===== src/rtl/mux4_rr_arbiter.sv =====
// Four-source round-robin arbiter with a registered data mux and a bounded
// grant hold time so one busy source cannot starve the others.
module mux4_rr_arbiter #(
  parameter int unsigned MAX_HOLD = 4
) (
  input  logic       CLK,
  input  logic       RST_N,
  input  logic [3:0] REQ,
  input  logic       A,
  input  logic       B,
  input  logic       C,
  input  logic       D,
  output logic [3:0] GNT,
  output logic       S1,
  output logic       S0,
  output logic       Y,
  output logic       VALID,
  output logic       BUSY
);

  localparam logic [3:0] MAXH = 4'(MAX_HOLD);

  typedef enum logic {IDLE, GRANT} state_e;

  state_e     state_q, state_d;
  logic [1:0] ptr_q, ptr_d;
  logic [1:0] own_q, own_d;
  logic [3:0] hold_q, hold_d;
  logic [3:0] gnt_q, gnt_d;
  logic       y_q, y_d;
  logic       valid_q, valid_d;
  logic [3:0] din;
  logic [3:0] others;

  // First set bit at or after start, wrapping; caller guarantees req != 0.
  function automatic logic [1:0] pick(input logic [3:0] req, input logic [1:0] start);
    logic [1:0] idx;
    pick = start;
    for (int unsigned i = 4; i > 0; i--) begin
      idx = start + 2'(i - 1);
      if (req[idx]) pick = idx;
    end
  endfunction

  assign din    = {D, C, B, A};
  assign others = REQ & ~(4'b0001 << own_q);

  always_comb begin
    state_d = state_q;
    ptr_d   = ptr_q;
    own_d   = own_q;
    hold_d  = hold_q;
    gnt_d   = gnt_q;
    y_d     = y_q;
    valid_d = 1'b0;
    case (state_q)
      IDLE: begin
        gnt_d = '0;
        if (|REQ) begin
          own_d   = pick(REQ, ptr_q);
          gnt_d   = 4'b0001 << own_d;
          hold_d  = 4'd1;
          state_d = GRANT;
        end
      end
      GRANT: begin
        if (REQ[own_q]) begin
          y_d     = din[own_q];
          valid_d = 1'b1;
          if (hold_q >= MAXH) begin
            // Expiry only forces a handover when someone else is waiting.
            if (|others) begin
              ptr_d  = own_q + 2'd1;
              own_d  = pick(others, own_q + 2'd1);
              gnt_d  = 4'b0001 << own_d;
              hold_d = 4'd1;
            end
          end else begin
            hold_d = hold_q + 4'd1;
          end
        end else begin
          ptr_d = own_q + 2'd1;
          if (|REQ) begin
            own_d  = pick(REQ, own_q + 2'd1);
            gnt_d  = 4'b0001 << own_d;
            hold_d = 4'd1;
          end else begin
            state_d = IDLE;
            gnt_d   = '0;
            hold_d  = '0;
          end
        end
      end
      default: state_d = IDLE;
    endcase
  end

  always_ff @(posedge CLK) begin
    if (!RST_N) begin
      state_q <= IDLE;
      ptr_q   <= '0;
      own_q   <= '0;
      hold_q  <= '0;
      gnt_q   <= '0;
      y_q     <= 1'b0;
      valid_q <= 1'b0;
    end else begin
      state_q <= state_d;
      ptr_q   <= ptr_d;
      own_q   <= own_d;
      hold_q  <= hold_d;
      gnt_q   <= gnt_d;
      y_q     <= y_d;
      valid_q <= valid_d;
    end
  end

  assign GNT   = gnt_q;
  assign S1    = own_q[1];
  assign S0    = own_q[0];
  assign Y     = y_q;
  assign VALID = valid_q;
  assign BUSY  = (state_q == GRANT);

endmodule


===== config.mk =====
export PLATFORM = sky130hd
export DESIGN_NAME = mux4_rr_arbiter
export DESIGN_NICKNAME = d
export VERILOG_FILES = /design/src/rtl/mux4_rr_arbiter.sv
export SDC_FILE = /design/constraint.sdc
export NUM_CORES = 1
export LEC_CHECK = 0
export CAP_MARGIN = 0
export CELL_PAD_IN_SITES_DETAIL_PLACEMENT = 1
export CELL_PAD_IN_SITES_GLOBAL_PLACEMENT = 1
export CORE_UTILIZATION = 41
export CTS_BUF_LIST = sky130_fd_sc_hd__clkbuf_8 sky130_fd_sc_hd__clkbuf_16
export CTS_CLUSTER_DIAMETER = 100
export DETAILED_ROUTE_END_ITERATION = 16
export PLACE_DENSITY_LB_ADDON = 0.15
export SYNTH_ARGS = -nofsm -noshare
export SYNTH_HDL_FRONTEND = slang
export SYNTH_SLANG_ARGS = --single-unit

===== constraint.sdc =====
create_clock -name CLK -period 4.23 [get_ports CLK]
set_input_delay 0.423 -clock CLK [delete_from_list [all_inputs] [get_ports CLK]]
set_output_delay 0.423 -clock CLK [all_outputs]
set_load 0.03 [all_outputs]

## Word-level counts from Yosys, hierarchy flattened

Cells that the tools add are included.

| word-level totals | value |
|---|---|
| input port bits | 10 |
| output and inout port bits | 9 |
| logic and storage cells | 121 |
| flip-flop bits (word level) | 15 |

| cells by class | value |
|---|---|
| bitwise gates (word level) | 3 |
| reduce and logical (&&, ||, !) cells | 8 |
| equality and inequality tests | 7 |
| shifts and indexed selects | 4 |
| multiplexer cells | 74 |
| magnitude comparators | 10 |
| add/subtract/negate cells | 8 |

Operators with widths:

| cell | number |
|---|---|
| 2-bit two-way mux | 29 |
| 4-bit two-way mux | 9 |
| 1-bit binary-select mux with 2-bit select | 14 |
| 2-bit by 3-bit less-than comparator with 1-bit output (second input constant) | 9 |
| 1-bit two-way mux | 18 |
| 4-bit case mux with 2 select lines | 2 |
| 1-bit by 2-bit << shifter with 4-bit output (first input constant) | 4 |
| 2-bit adder (second input constant) | 4 |
| 2-bit AND reduction | 4 |
| 4-bit OR reduction | 2 |
| 2-bit by 1-bit adder with 2-bit output (second input constant) | 3 |
| 3-bit by 2-bit inequality test with 1-bit output (second input constant) | 2 |
| 4-bit by 1-bit adder with 4-bit output (second input constant) | 1 |
| 4-bit AND | 1 |
| 4-bit by 3-bit greater-or-equal comparator with 1-bit output (second input constant) | 1 |
| 2-bit by 1-bit inequality test with 1-bit output (second input constant) | 2 |
| 4-bit by 3-bit inequality test with 1-bit output (second input constant) | 1 |
| 4-bit NOT | 1 |
| 2-bit case mux with 2 select lines | 1 |
| 4-bit AND reduction | 1 |
| 3-bit by 1-bit inequality test with 1-bit output (second input constant) | 1 |
| 3-bit AND reduction | 1 |
| 2-bit inequality test (second input constant) | 1 |
| 1-bit case mux with 2 select lines | 1 |
| 1-bit NOT | 1 |

## Longest topological paths before layout

| depth | value |
|---|---|
| depth after elaboration | 18 |
| gate-level depth with buffers | 10 |
| depth with buffers taken out | 8 |

## Least setup slack after synthesis

OpenSTA, ideal clock, no wires.

| path | value |
|---|---|
| path kind | register -> register |
| start | register own_q[0] |
| end | register gnt_q[1], in the netlist GNT[1] |
| path slack | 1,680 ps |
| period minus slack after synthesis | 2,550 ps |
| buffers on the path | 2 |
| arrival time | 2,489 ps |
| library setup time | 61 ps |
| cell stages (with the launch flop) | 11 |
| required time | 4,169 ps |
| path through | dfxtp_1 -> clkbuf_1 -> inv_1 -> ha_1 -> clkbuf_1 -> inv_1 -> a21oi_1 -> a211o_1 -> or4_1 -> o31ai_1 -> a32o_1 |

| on the way | value |
|---|---|
| longest elaborated chain between the ends | 18 |
| elaborated cells on any way between the ends | 51 |
| those cells by class | add/sub (4); eq/ne (2); shift (3); mux (38); bitwise (2); reduce/logical (2) |

Ends and longest elaborated chain:

| what | RTL line | source |
|---|---|---|
| start: declaration | 27 | `logic [1:0] own_q, own_d;` |
| start signal: assignment | 110 | `own_q <= own_d;` |
| parallel branches: the longest is 18 deep, another holds 2-bit by 1-bit adder with 2-bit output | - |  |
| end signal: assignment | 112 | `gnt_q <= gnt_d;` |
| end: declaration | 29 | `logic [3:0] gnt_q, gnt_d;` |

Parallel ways; which one is timed is not known. The select of a mux whose other input is x is not followed.
A chain may end at the register's enable or synchronous reset.

## Worst setup path in the final report

| path | value |
|---|---|
| start | input REQ[0] |
| end | register gnt_q[0], in the netlist GNT[0] |

| on the way | value |
|---|---|
| longest elaborated chain between the ends | 16 |
| elaborated cells on any way between the ends | 62 |
| those cells by class | eq/ne (2); shift (3); mux (53); bitwise (1); reduce/logical (3) |

Ends and longest elaborated chain:

| what | RTL line | source |
|---|---|---|
| start: declaration | 8 | `input logic [3:0] REQ,` |
| 4-bit AND | 46 | `assign others = REQ & ~(4'b0001 << own_q);` |
| 1-bit binary-select mux with 2-bit select | 41 | `if (req[idx]) pick = idx;` |
| 1-bit two-way mux (not written as such) | 41 |  |
| 2-bit two-way mux (4 in a row) | 41 |  |
| 2-bit two-way mux | 72 | `if (\|others) begin` |
| 2-bit two-way mux | 70 | `if (hold_q >= MAXH) begin` |
| 2-bit two-way mux | 67 | `if (REQ[own_q]) begin` |
| 2-bit two-way mux | 56 | `case (state_q)` |
| 1-bit by 2-bit << shifter with 4-bit output | 75 | `gnt_d = 4'b0001 << own_d;` |
| 4-bit two-way mux | 72 |  |
| 4-bit two-way mux | 70 |  |
| 4-bit two-way mux | 67 |  |
| 4-bit case mux with 2 select lines | 56 |  |

Several ways; a longest one is shown, not always the timed one. The select of a mux whose other input is x is not followed.

==> flow_summary.ini <==
[clocking]
cts-root-buf = clkbuf_8
h-tree-depth = 1
cts.hold.buffers_added = 0
cts_inserted_buffers = 3
cts_buffer_depth = 2
cts.sinks = 15
cts_resized = 0
tritoncts = yes
post_cts_buffers = 0
clk_latency_ns = 0.25
clkTransAtPathRegs_ns = 0.06

[place]
placedInstanceArea_sq_um = 1330
dp_hpwl_um = 2760
dp_cells = 193
place.port_buffers = 18
gp_congestion = 0.906

[global_route]
grt_pass1_vias = 1193
grt_overflow = 0
antenna_found_initial = 0
grtUsageTotal_pct = 28.3
grt_pass1_wl_um = 5890
grt_max_degree = 19

[pwr]
powerDensity_nw_per_um2 = 393
leakage_nw = 0.510
irDropWorstVdd_mv = 0.310
finalPower_mw = 0.539

[synthesis]
syn_area_sq_um = 1150
synth_cell_type_count = 46
ys_seq_area_share_pct = 26.1
synthTopCellsByCount = nand2_1 (19), dfxtp_1 (15), a21oi_1 (14), nor2_1 (13), o21ai_0 (10)
synthFlopType = dfxtp_1
yosysWarnings = 0
yosys.area.top_type = dfxtp_1
syn-num-nets = 167
ys_top_cells_by_area = dfxtp_1 (26%), nand2_1 (6.2%), a21oi_1 (6.1%)
avgSynthCellArea_sq_um = 7.58
synthArstFlopShare_pct = 0
synth-edff-count = 0
synthMostInstantiatedCell = nand2_1
ys_ff_latch = 15
synth_cells = 152
synth_top_area_share_pct = 26.1

[floorplanning]
die_w_um = 55.0
die_y_um = 55.0
core_sq_um = 2570
design.die.area_sq_um = 3030
start_util_pct = 44.9
num_io_pins = 19
rows = 18

[worst_setup_path]
crit_type = primary input to flip-flop
critPathMaxFanout = 14
crit_path_start_kind = primary input
arrival_ns = 2.81
worstPathRequired_ns = 4.42
critPathCaptureType = flip-flop

[drt]
wl_per_cell_um = 18.9
drt_iter0_markers = 29
drt_wl_total_um = 3730
drc = 0
first_pass_iters = 4
drtAntennaViolNets = 0
vias_per_cell = 6.39
via_count = 1258

[sta]
rsz0062_at_grt = no
fin_tns_setup_ns = 0
fin_hold_ws_ns = 0.456
setup-violations-final = 0
slew_headroom_pct = 32.8
hold_violations = 0
fin_crit_ns = 2.61
fmaxAchievable_mhz = 383
min_period_over_period_pct = 61.8
worst_pin_slew_ns = 0.999
fin_skew_ns = 0.00104
slew_viol_final = 0

[cells_and_area]
fillerInstances = 335
num_antenna_cells = 0
drive_above_1_share_pct = 4.19
area_growth_pct = 19.1
design_area_sq_um = 1370
final_cells = 197
nets = 183

[min_path]
hp-class = flip-flop to flip-flop

[run_status]
status = complete, no violations

[job]
cap_violations = 0
## flip-flops by register name, indices dropped and copies added, names as in the netlist
register / flops
own_q: 2
ptr_q: 2
GNT: 4
VALID: 1
hold_q: 4
Y: 1
BUSY: 1
## per-stage QoR
| step | util (%) | setup slack (ns) |
|---|---|---|
| 2_1_floorplan | - | 1.68 |
| 3_3_place_gp | 51.7 | 1.49 |
| 3_5_place_dp | 51.7 | 1.45 |
| 4_1_cts | 53.5 | 1.67 |
| 5_1_grt | 53.5 | 1.47 |
| 6_report | 53.5 | 1.62 |
## per-layer routing
metal,vias up,share of wire [%],wire [um],GRT usage [%]
li1,594,-,-,-
met4,0,1.7,62,8.33
met3,10,5.5,204,7.38
met5,-,0,0,0
met2,45,47,1740,45.8
met1,609,46,1730,36.6
## placed cells by master, fill, tap and decap left out, types with 3 or more instances in the layout
cell type	instances
a221oi_1	4
a21oi_1	14
a32o_1	3
clkbuf_8	3
dfxtp_1	15
nand2_1	19
nand2b_1	6
inv_1	10
ha_1	5
nand3_1	3
nor2_1	13
clkdlybuf4s50_1	18
a32oi_1	3
o22ai_1	5
o21ai_0	10
## where the power goes
part / internal (mW) / switching [mW]
clock network: 0.0643 / 0.0493
logic: 0.0971 / 0.157
registers: 0.156 / 0.0156
## kinds of logic (layout without fill, tap and decap cells)
kind of cell / count (synthesis) / in the layout / synth area share, %
compound gates: 57 / 57 / 33.8
simple gates: 55 / 55 / 23.2
buf+inv: 18 / 33 / 7.60
flops: 15 / 15 / 26.1
fa+ha+maj: 5 / 5 / 5.43
mux: 2 / 2 / 3.91
## critical path: stages
cell	delay, ns
clkdlybuf4s50_1	0.75
nor2b_1	0.42
a221oi_1	0.14
o21ai_0	0.55
nand2_1	0.17
o22ai_1	0.17
a32o_1	0.18
## path summary, 6_finish.rpt
check,slack [ns],depth (start not counted),from,end
worst min-delay path,0.46,2,Y,Y
worst max register to register,1.64,8,own_q[1],GNT[1]
worst max-delay path,1.62,7,REQ[0],GNT[0]
worst min register to register,0.46,2,Y,Y
## area by class of cell
cell class	count	area, sq um	area share, %
flip-flops and latches	15	300	21.9
clock inverters	1	3.75	0.273
multi-input cells	119	764	55.7
repair buffers	19	188	13.7
clock buffers	3	41.3	3.01
well taps	30	37.5	2.73
inverters	10	37.5	2.73
Note: power is estimated with default switching activity, not from simulation.
